--- src/rtl/spi_pkg.sv ---
// Shared state encoding, parameter limits and clock-edge helpers for the 3-wire SPI slave.
package spi_pkg;

    typedef enum logic [2:0] {
        StWaitCs,
        StIdle,
        StRx,
        StTurn,
        StTx,
        StDone
    } spi_state_e;

    localparam int unsigned DataWMin = 4;
    localparam int unsigned DataWMax = 32;
    localparam int unsigned TurnMax  = 7;

    // CPHA is fixed at 0: the leading edge samples, the trailing edge shifts.
    function automatic logic lead_edge(input logic cpol, input logic rise, input logic fall);
        return cpol ? fall : rise;
    endfunction

    function automatic logic trail_edge(input logic cpol, input logic rise, input logic fall);
        return cpol ? rise : fall;
    endfunction

endpackage

--- src/rtl/spi_sync_edge.sv ---
// Two-flop synchroniser for an asynchronous pin, with single-clk rise/fall pulses taken
// from the synchronised level against a one-clk delayed copy.
module spi_sync_edge #(
    parameter logic ResetVal = 1'b0
) (
    input  logic clk,
    input  logic rst,
    input  logic d_i,
    output logic level_o,
    output logic rise_o,
    output logic fall_o
);

    logic [2:0] sync_q, sync_d;

    always_comb begin
        sync_d = {sync_q[1:0], d_i};
    end

    always_ff @(posedge clk) begin
        if (rst) begin
            sync_q <= {3{ResetVal}};
        end else begin
            sync_q <= sync_d;
        end
    end

    assign level_o = sync_q[1];
    assign rise_o  = sync_q[1] & ~sync_q[2];
    assign fall_o  = ~sync_q[1] & sync_q[2];

endmodule

--- src/rtl/spi_slave_half_duplex_os.sv ---
// Oversampled half-duplex SPI slave: master word, turnaround, then an optional response word.
// Define SPI_SLAVE_PARITY_EN to append an even-parity bit to both directions.
module spi_slave_half_duplex_os
    import spi_pkg::*;
#(
    parameter int unsigned DATA_W      = 16,
    parameter int unsigned TURN_CYCLES = 1,
    parameter logic        CPOL        = 1'b0
) (
    input  logic              clk,
    input  logic              rst,
    input  logic              spi_sclk,
    input  logic              spi_cs,
    input  logic              spi_io_in,
    output logic              spi_io_out,
    output logic              spi_io_oe,
    output logic [DATA_W-1:0] rx_data,
    output logic              rx_valid,
    input  logic [DATA_W-1:0] tx_data,
    output logic              busy,
    output logic              frame_err
);

`ifdef SPI_SLAVE_PARITY_EN
    localparam int unsigned ParW = 1;
`else
    localparam int unsigned ParW = 0;
`endif
    localparam int unsigned RxW      = DATA_W + ParW;
    localparam logic [5:0]  BitLast  = 6'(RxW - 1);
    localparam logic [2:0]  TurnLast = 3'(TURN_CYCLES);

    if (DATA_W < DataWMin || DATA_W > DataWMax || TURN_CYCLES > TurnMax) begin : gen_param_err
        $error("spi_slave_half_duplex_os: DATA_W or TURN_CYCLES out of range");
    end

    logic sclk_rise, sclk_fall, sclk_level;
    logic cs_rise, cs_fall, cs_level;
    logic io_level, io_rise, io_fall;
    logic unused_edges;

    // cs resets low so a frame already in progress is not mistaken for a fresh one.
    spi_sync_edge #(.ResetVal(CPOL)) u_sync_sclk (
        .clk    (clk),
        .rst    (rst),
        .d_i    (spi_sclk),
        .level_o(sclk_level),
        .rise_o (sclk_rise),
        .fall_o (sclk_fall)
    );

    spi_sync_edge #(.ResetVal(1'b0)) u_sync_cs (
        .clk    (clk),
        .rst    (rst),
        .d_i    (spi_cs),
        .level_o(cs_level),
        .rise_o (cs_rise),
        .fall_o (cs_fall)
    );

    spi_sync_edge #(.ResetVal(1'b0)) u_sync_io (
        .clk    (clk),
        .rst    (rst),
        .d_i    (spi_io_in),
        .level_o(io_level),
        .rise_o (io_rise),
        .fall_o (io_fall)
    );

    assign unused_edges = ^{io_rise, io_fall, sclk_level};

    logic sclk_lead, sclk_trail;
    assign sclk_lead  = lead_edge(CPOL, sclk_rise, sclk_fall);
    assign sclk_trail = trail_edge(CPOL, sclk_rise, sclk_fall);

    spi_state_e         state_q, state_d;
    logic [5:0]         bitcnt_q, bitcnt_d;
    logic [2:0]         turn_cnt_q, turn_cnt_d;
    logic [RxW-1:0]     rx_shift_q, rx_shift_d;
    logic [RxW-1:0]     tx_shift_q, tx_shift_d;
    logic [DATA_W-1:0]  rx_data_q, rx_data_d;
    logic               rx_valid_q, rx_valid_d;
    logic               tx_load_q, tx_load_d;
    logic               oe_q, oe_d;
    logic               out_q, out_d;
    logic               busy_q, busy_d;
    logic               frame_err_q, frame_err_d;

    logic [RxW-1:0]     rx_shift_nx;
    logic [DATA_W-1:0]  rx_word;
    logic [RxW-1:0]     tx_load_word;
    logic               parity_err;

    assign rx_shift_nx = {rx_shift_q[RxW-2:0], io_level};
    assign rx_word     = rx_shift_nx[RxW-1 -: DATA_W];

`ifdef SPI_SLAVE_PARITY_EN
    assign tx_load_word = {tx_data, ^tx_data};
    assign parity_err   = ^rx_shift_nx;
`else
    assign tx_load_word = tx_data;
    assign parity_err   = 1'b0;
`endif

    always_comb begin
        state_d     = state_q;
        bitcnt_d    = bitcnt_q;
        turn_cnt_d  = turn_cnt_q;
        rx_shift_d  = rx_shift_q;
        tx_shift_d  = tx_shift_q;
        rx_data_d   = rx_data_q;
        rx_valid_d  = 1'b0;
        tx_load_d   = 1'b0;
        oe_d        = oe_q;
        out_d       = out_q;
        busy_d      = busy_q;
        frame_err_d = 1'b0;

        // Response word is sampled in the clk after rx_valid.
        if (tx_load_q) begin
            tx_shift_d = tx_load_word;
        end

        unique case (state_q)
            StWaitCs: begin
                oe_d   = 1'b0;
                busy_d = 1'b0;
                if (cs_level) begin
                    state_d = StIdle;
                end
            end
            StIdle: begin
                if (cs_fall) begin
                    state_d  = StRx;
                    bitcnt_d = '0;
                    busy_d   = 1'b1;
                end
            end
            StRx: begin
                if (cs_rise) begin
                    state_d     = StIdle;
                    busy_d      = 1'b0;
                    oe_d        = 1'b0;
                    frame_err_d = (bitcnt_q != '0);
                end else if (sclk_lead) begin
                    rx_shift_d = rx_shift_nx;
                    bitcnt_d   = bitcnt_q + 6'd1;
                    if (bitcnt_q == BitLast) begin
                        turn_cnt_d = '0;
                        if (parity_err) begin
                            frame_err_d = 1'b1;
                            state_d     = StDone;
                        end else begin
                            rx_data_d  = rx_word;
                            rx_valid_d = 1'b1;
                            tx_load_d  = rx_word[DATA_W-1];
                            state_d    = rx_word[DATA_W-1] ? StTurn : StDone;
                        end
                    end
                end
            end
            StTurn: begin
                if (cs_rise) begin
                    state_d     = StIdle;
                    busy_d      = 1'b0;
                    oe_d        = 1'b0;
                    frame_err_d = 1'b1;
                end else if (turn_cnt_q == TurnLast) begin
                    if (sclk_trail) begin
                        state_d  = StTx;
                        bitcnt_d = '0;
                        oe_d     = 1'b1;
                        out_d    = tx_shift_q[RxW-1];
                    end
                end else if (sclk_lead) begin
                    turn_cnt_d = turn_cnt_q + 3'd1;
                end
            end
            StTx: begin
                if (cs_rise) begin
                    state_d     = StIdle;
                    busy_d      = 1'b0;
                    oe_d        = 1'b0;
                    out_d       = 1'b0;
                    frame_err_d = 1'b1;
                end else if (sclk_trail) begin
                    tx_shift_d = {tx_shift_q[RxW-2:0], 1'b0};
                    out_d      = tx_shift_q[RxW-2];
                end else if (sclk_lead) begin
                    bitcnt_d = bitcnt_q + 6'd1;
                    if (bitcnt_q == BitLast) begin
                        state_d = StDone;
                    end
                end
            end
            StDone: begin
                // The last response bit stays on the pad until the master's trailing edge.
                if (cs_rise) begin
                    state_d = StIdle;
                    busy_d  = 1'b0;
                    oe_d    = 1'b0;
                    out_d   = 1'b0;
                end else if (sclk_trail) begin
                    oe_d  = 1'b0;
                    out_d = 1'b0;
                end
            end
            default: begin
                state_d = StWaitCs;
                oe_d    = 1'b0;
            end
        endcase
    end

    always_ff @(posedge clk) begin
        if (rst) begin
            state_q     <= StWaitCs;
            bitcnt_q    <= '0;
            turn_cnt_q  <= '0;
            rx_shift_q  <= '0;
            tx_shift_q  <= '0;
            rx_data_q   <= '0;
            rx_valid_q  <= 1'b0;
            tx_load_q   <= 1'b0;
            oe_q        <= 1'b0;
            out_q       <= 1'b0;
            busy_q      <= 1'b0;
            frame_err_q <= 1'b0;
        end else begin
            state_q     <= state_d;
            bitcnt_q    <= bitcnt_d;
            turn_cnt_q  <= turn_cnt_d;
            rx_shift_q  <= rx_shift_d;
            tx_shift_q  <= tx_shift_d;
            rx_data_q   <= rx_data_d;
            rx_valid_q  <= rx_valid_d;
            tx_load_q   <= tx_load_d;
            oe_q        <= oe_d;
            out_q       <= out_d;
            busy_q      <= busy_d;
            frame_err_q <= frame_err_d;
        end
    end

    assign spi_io_out = out_q;
    assign spi_io_oe  = oe_q;
    assign rx_data    = rx_data_q;
    assign rx_valid   = rx_valid_q;
    assign busy       = busy_q;
    assign frame_err  = frame_err_q;

endmodule

--- config.mk ---
export PLATFORM = sky130hd
export DESIGN_NAME = spi_slave_half_duplex_os
export DESIGN_NICKNAME = d
export VERILOG_FILES = /design/src/rtl/spi_pkg.sv /design/src/rtl/spi_sync_edge.sv /design/src/rtl/spi_slave_half_duplex_os.sv
export SDC_FILE = /design/constraint.sdc
export NUM_CORES = 1
export LEC_CHECK = 0
export CAP_MARGIN = 20
export CORE_ASPECT_RATIO = 0.7
export CORE_UTILIZATION = 32
export CTS_CLUSTER_DIAMETER = 150
export DETAILED_ROUTE_END_ITERATION = 6
export PLACE_DENSITY = 0.49
export SLEW_MARGIN = 20
export SYNTH_ARGS = -nofsm -noshare
export SYNTH_HDL_FRONTEND = slang
export SYNTH_SLANG_ARGS = --single-unit
--- constraint.sdc ---
create_clock -name clk -period 2.1 [get_ports clk]
set_input_delay 0.42 -clock clk [delete_from_list [all_inputs] [get_ports clk]]
set_output_delay 0.42 -clock clk [all_outputs]
set_load 0.01 [all_outputs]
==> reports/qor.csv, run 1 <==
stage,metric,value,unit
synth,synth_edf_count,0,
clock_tree,cts_sinks,73,
detailed_routing,num_vias,2586,
placement,dp.cells,498,
synth,synth_cell_types,52,
die,ios,42,
timing,finalCriticalPeriod,1.85,ns
timing,fin_crit_sh,0.881,
detailed_routing,first_iter_violations,162,
worst_setup_path,worst_path_max_delay_cell,dfxtp_1,
synth,netlist_area,3110,um^2
final_layout,layout_commonest_cell,dfxtp_1,
clock_tree,post_cts_buffers,0,
worst_setup_path,arrival,2.06,ns
timing,hold_viol_final,0,
final_layout,fin_util,0.430,
synth,synthCells,342,
final_layout,multi_input_area,1510,um^2
synth,synthArstFlopShare,0,
clock_tree,cts_buffer_depth,2,
clock_tree,cts_buffers,9,
final_layout,drive_gt1_frac,0.100,
clock_tree,cts-root-buf,clkbuf_16,
synth,yosys.area_share.simple,0.208,
synth,yosys_register_bits,73,
clock_tree,cts_repair_resize_count,0,
timing,setup_tns,0,ns
grt,grt_max_degree,32,
timing,tightest_slew,0.713,ns
timing,setup_viol_count_final,0,
worst_setup_path,cp.required,2.31,ns
worst_setup_path,r2r_slack,0.25,ns
die,num_rows,29,
grt,gr-total-overflow,0,
final_layout,ff_latch_area,1460,um^2
worst_setup_path,slowest_delay,0.64,ns
timing,setup_ws,0.250,ns
clock_tree,cts_hold_buffers,0,
detailed_routing,viasPerCell,5.04,
timing,relSlewSlack,0.525,
final_layout,area_growth,27.8,%
detailed_routing,drt_wl_total,7040,um
timing,slew_violations,0,
synth,synthXorXnorAreaFrac,0,
synth,synthAdderAreaFrac,0.0161,
worst_setup_path,critPathKind,reg -> reg,
clock_tree,cts_htree_levels,3,
placement,pre_cts_slack,0.261,ns
pwr,max-vdd-ir-drop,0.444,mV
final_layout,nets,410,
synth,synth_compound_area_frac,0.201,
final_layout,antenna_cells,0,
grt,grt_usage,0.149,
die,dieArea,10100,um^2
worst_setup_path,startpoint,state_q[0]$_SDFFE_PP0P_,
worst_setup_path,worstPathMaxFanout,15,
worst_setup_path,endpoint_kind,flip-flop,
final_layout,fillers,923,
placement,portBuffers,41,
grt,grt_pass1_vias,2317,
worst_setup_path,path_buf_inv,1,
die,start_util,0.337,
placement,dp_hpwl,4840,um
pwr,p_per_area,772,nW/um^2
grt,antenna_found_initial,0,
synth,synth_nets,367,
clock_tree,clock_latency,0.33,ns
synth,muxShareOfSynthArea,0.0583,
timing,fmax,541,MHz
pwr,p_leak,1.43,nW
die,die_w,120,um
pwr,power,3.07,mW
worst_setup_path,rr_startpoint,state_q[0]$_SDFFE_PP0P_,
grt,grt_pass1_wl,11700,um
placement,globalplace.congestion,0.861,
synth,synth_top_family_by_area,simple AND/OR/NAND/NOR gates,
detailed_routing,drc,0,
worst_setup_path,crit_family,compound AO/OA/AOI/OAI gates,
run,drv_cap,0,
timing,finClkSkew,0.00264,ns
detailed_routing,routedWlPerCell,13.7,um
worst_setup_path,critPathLaunchType,flip-flop,
synth,ys_warn_count,0,
final_layout,fin_cells,513,
synth,yosysSeqAreaShare,0.469,
worst_setup_path,crit_chain,inv_1 > a211o_1 > o22a_1 > a21oi_1 > nor3_1,
final_layout,final_cell_mix,"dfxtp_1, nand2_1, clkdlybuf4s50_1, a21oi_1, nor2_1",
detailed_routing,ant_nets,0,
synth,synthFlopType,dfxtp_1,
status,status,completed,
min_path,min_from,u_sync_cs.sync_q[0]$_SDFF_PP0_,
synth,avgSynthCellArea,9.11,um^2
clock_tree,path_clk_slew,0.05,ns
timing,grt_setup_unrepaired,false,
die,core-area,9250,um^2
detailed_routing,firstDrtPassIters,4,
die,dieHeight,84.5,um
clock_tree,cts_tree,built,
min_path,hp-class,reg -> reg,
==> worst paths after layout <==
check                                    to  depth (start not counted)
max                 state_q[0]$_SDFFE_PP0P_                          5
min          u_sync_cs.sync_q[1]$_SDFF_PP0_                          1
max reg2reg         state_q[0]$_SDFFE_PP0P_                          5
min reg2reg  u_sync_cs.sync_q[1]$_SDFF_PP0_                          1
==> metal layers <==
metal	vias to the layer above	part of all wire	wire length [um]	GRT usage
met5	-	0	0	0
met4	0	0.010	71	0.0477
met3	9	0.056	395	0.0510
met2	66	0.39	2720	0.193
met1	1199	0.55	3850	0.224
li1	1312	-	-	-
==> synth_stat cells (2+ instances only) <==
cell | n | area [um^2]
and2b_1 | 2 | 15.0
or3_1 | 3 | 18.8
and2_1 | 3 | 18.8
or2_2 | 2 | 12.5
ha_1 | 4 | 50.1
nand2_1 | 40 | 150
nand4_1 | 3 | 18.8
a32o_1 | 3 | 30.0
nor2b_1 | 12 | 75.1
o21ai_0 | 5 | 25.0
nor3_1 | 8 | 40.0
o22ai_1 | 4 | 25.0
a211oi_1 | 18 | 135
nand2b_1 | 5 | 31.3
inv_1 | 7 | 26.3
nor2_1 | 28 | 105
nor4_1 | 3 | 18.8
dfxtp_1 | 73 | 1460
clkbuf_1 | 8 | 30.0
a21oi_1 | 29 | 145
o21ai_1 | 3 | 15.0
buf_4 | 4 | 30.0
nand3_1 | 5 | 25.0
buf_1 | 3 | 11.3
mux2i_1 | 17 | 170
buf_2 | 7 | 35.0
a31oi_1 | 2 | 12.5
a22o_1 | 16 | 140
and3_1 | 2 | 12.5
==> flip-flops by register name, indices dropped and copies added (netlist names), 3 cells and up <==
register	flops
rx_data	16
tx_shift_q	16
rx_shift_q	15
bitcnt_q	6
state_q	3
turn_cnt_q	3
u_sync_cs.sync_q	3
u_sync_sclk.sync_q	3
==> layout make-up <==
cell class	instances	share of cell area
clock inverters	4	0.0132
multi-input cells	238	0.378
repair buffers	55	0.131
flip-flops and latches	73	0.367
well taps	124	0.0390
clock buffers	11	0.0635
inverters	8	0.00754
==> cells by family (layout without fill, tap and decap cells) <==
logic type               Yosys count  in the layout
AO/OA/AOI/OAI                     91             91
adder cells (fa/ha/maj)            4              4
buffers and inverters             31             78
flip-flops                        73             73
multiplexers                      18             18
AND/OR/NAND/NOR                  125            125
==> power breakdown <==
group          total (mW)  switching (mW)  internal [mW]  leakage, nW
logic               0.131          0.0683         0.0626        0.700
clock network        1.53           0.557          0.976        0.140
registers            1.41          0.0134           1.39        0.589
==> through the flow <==
| stage | hold slack (ns) | cell area, um^2 |
|---|---|---|
| 2_1_floorplan | 0.414 | 3110 |
| 3_3_place_gp | 0.422 | 3670 |
| 3_5_place_dp | 0.424 | 3670 |
| 4_1_cts | 0.436 | 3980 |
| 5_1_grt | 0.451 | 3980 |
| 6_report | 0.434 | 3980 |
(Power assumes the default switching activity.)
==> run 2, diff against run 1 <==
SLEW_MARGIN = default   (was 20)
==> results of run 2 <==
Final layout, timing and power as in run 1 (identical DEF).
==> run 3, diff against run 2 <==
CTS_CLUSTER_DIAMETER = 80   (was 150)
==> results of run 3 <==
Final layout, timing and power as in run 1 (identical DEF).
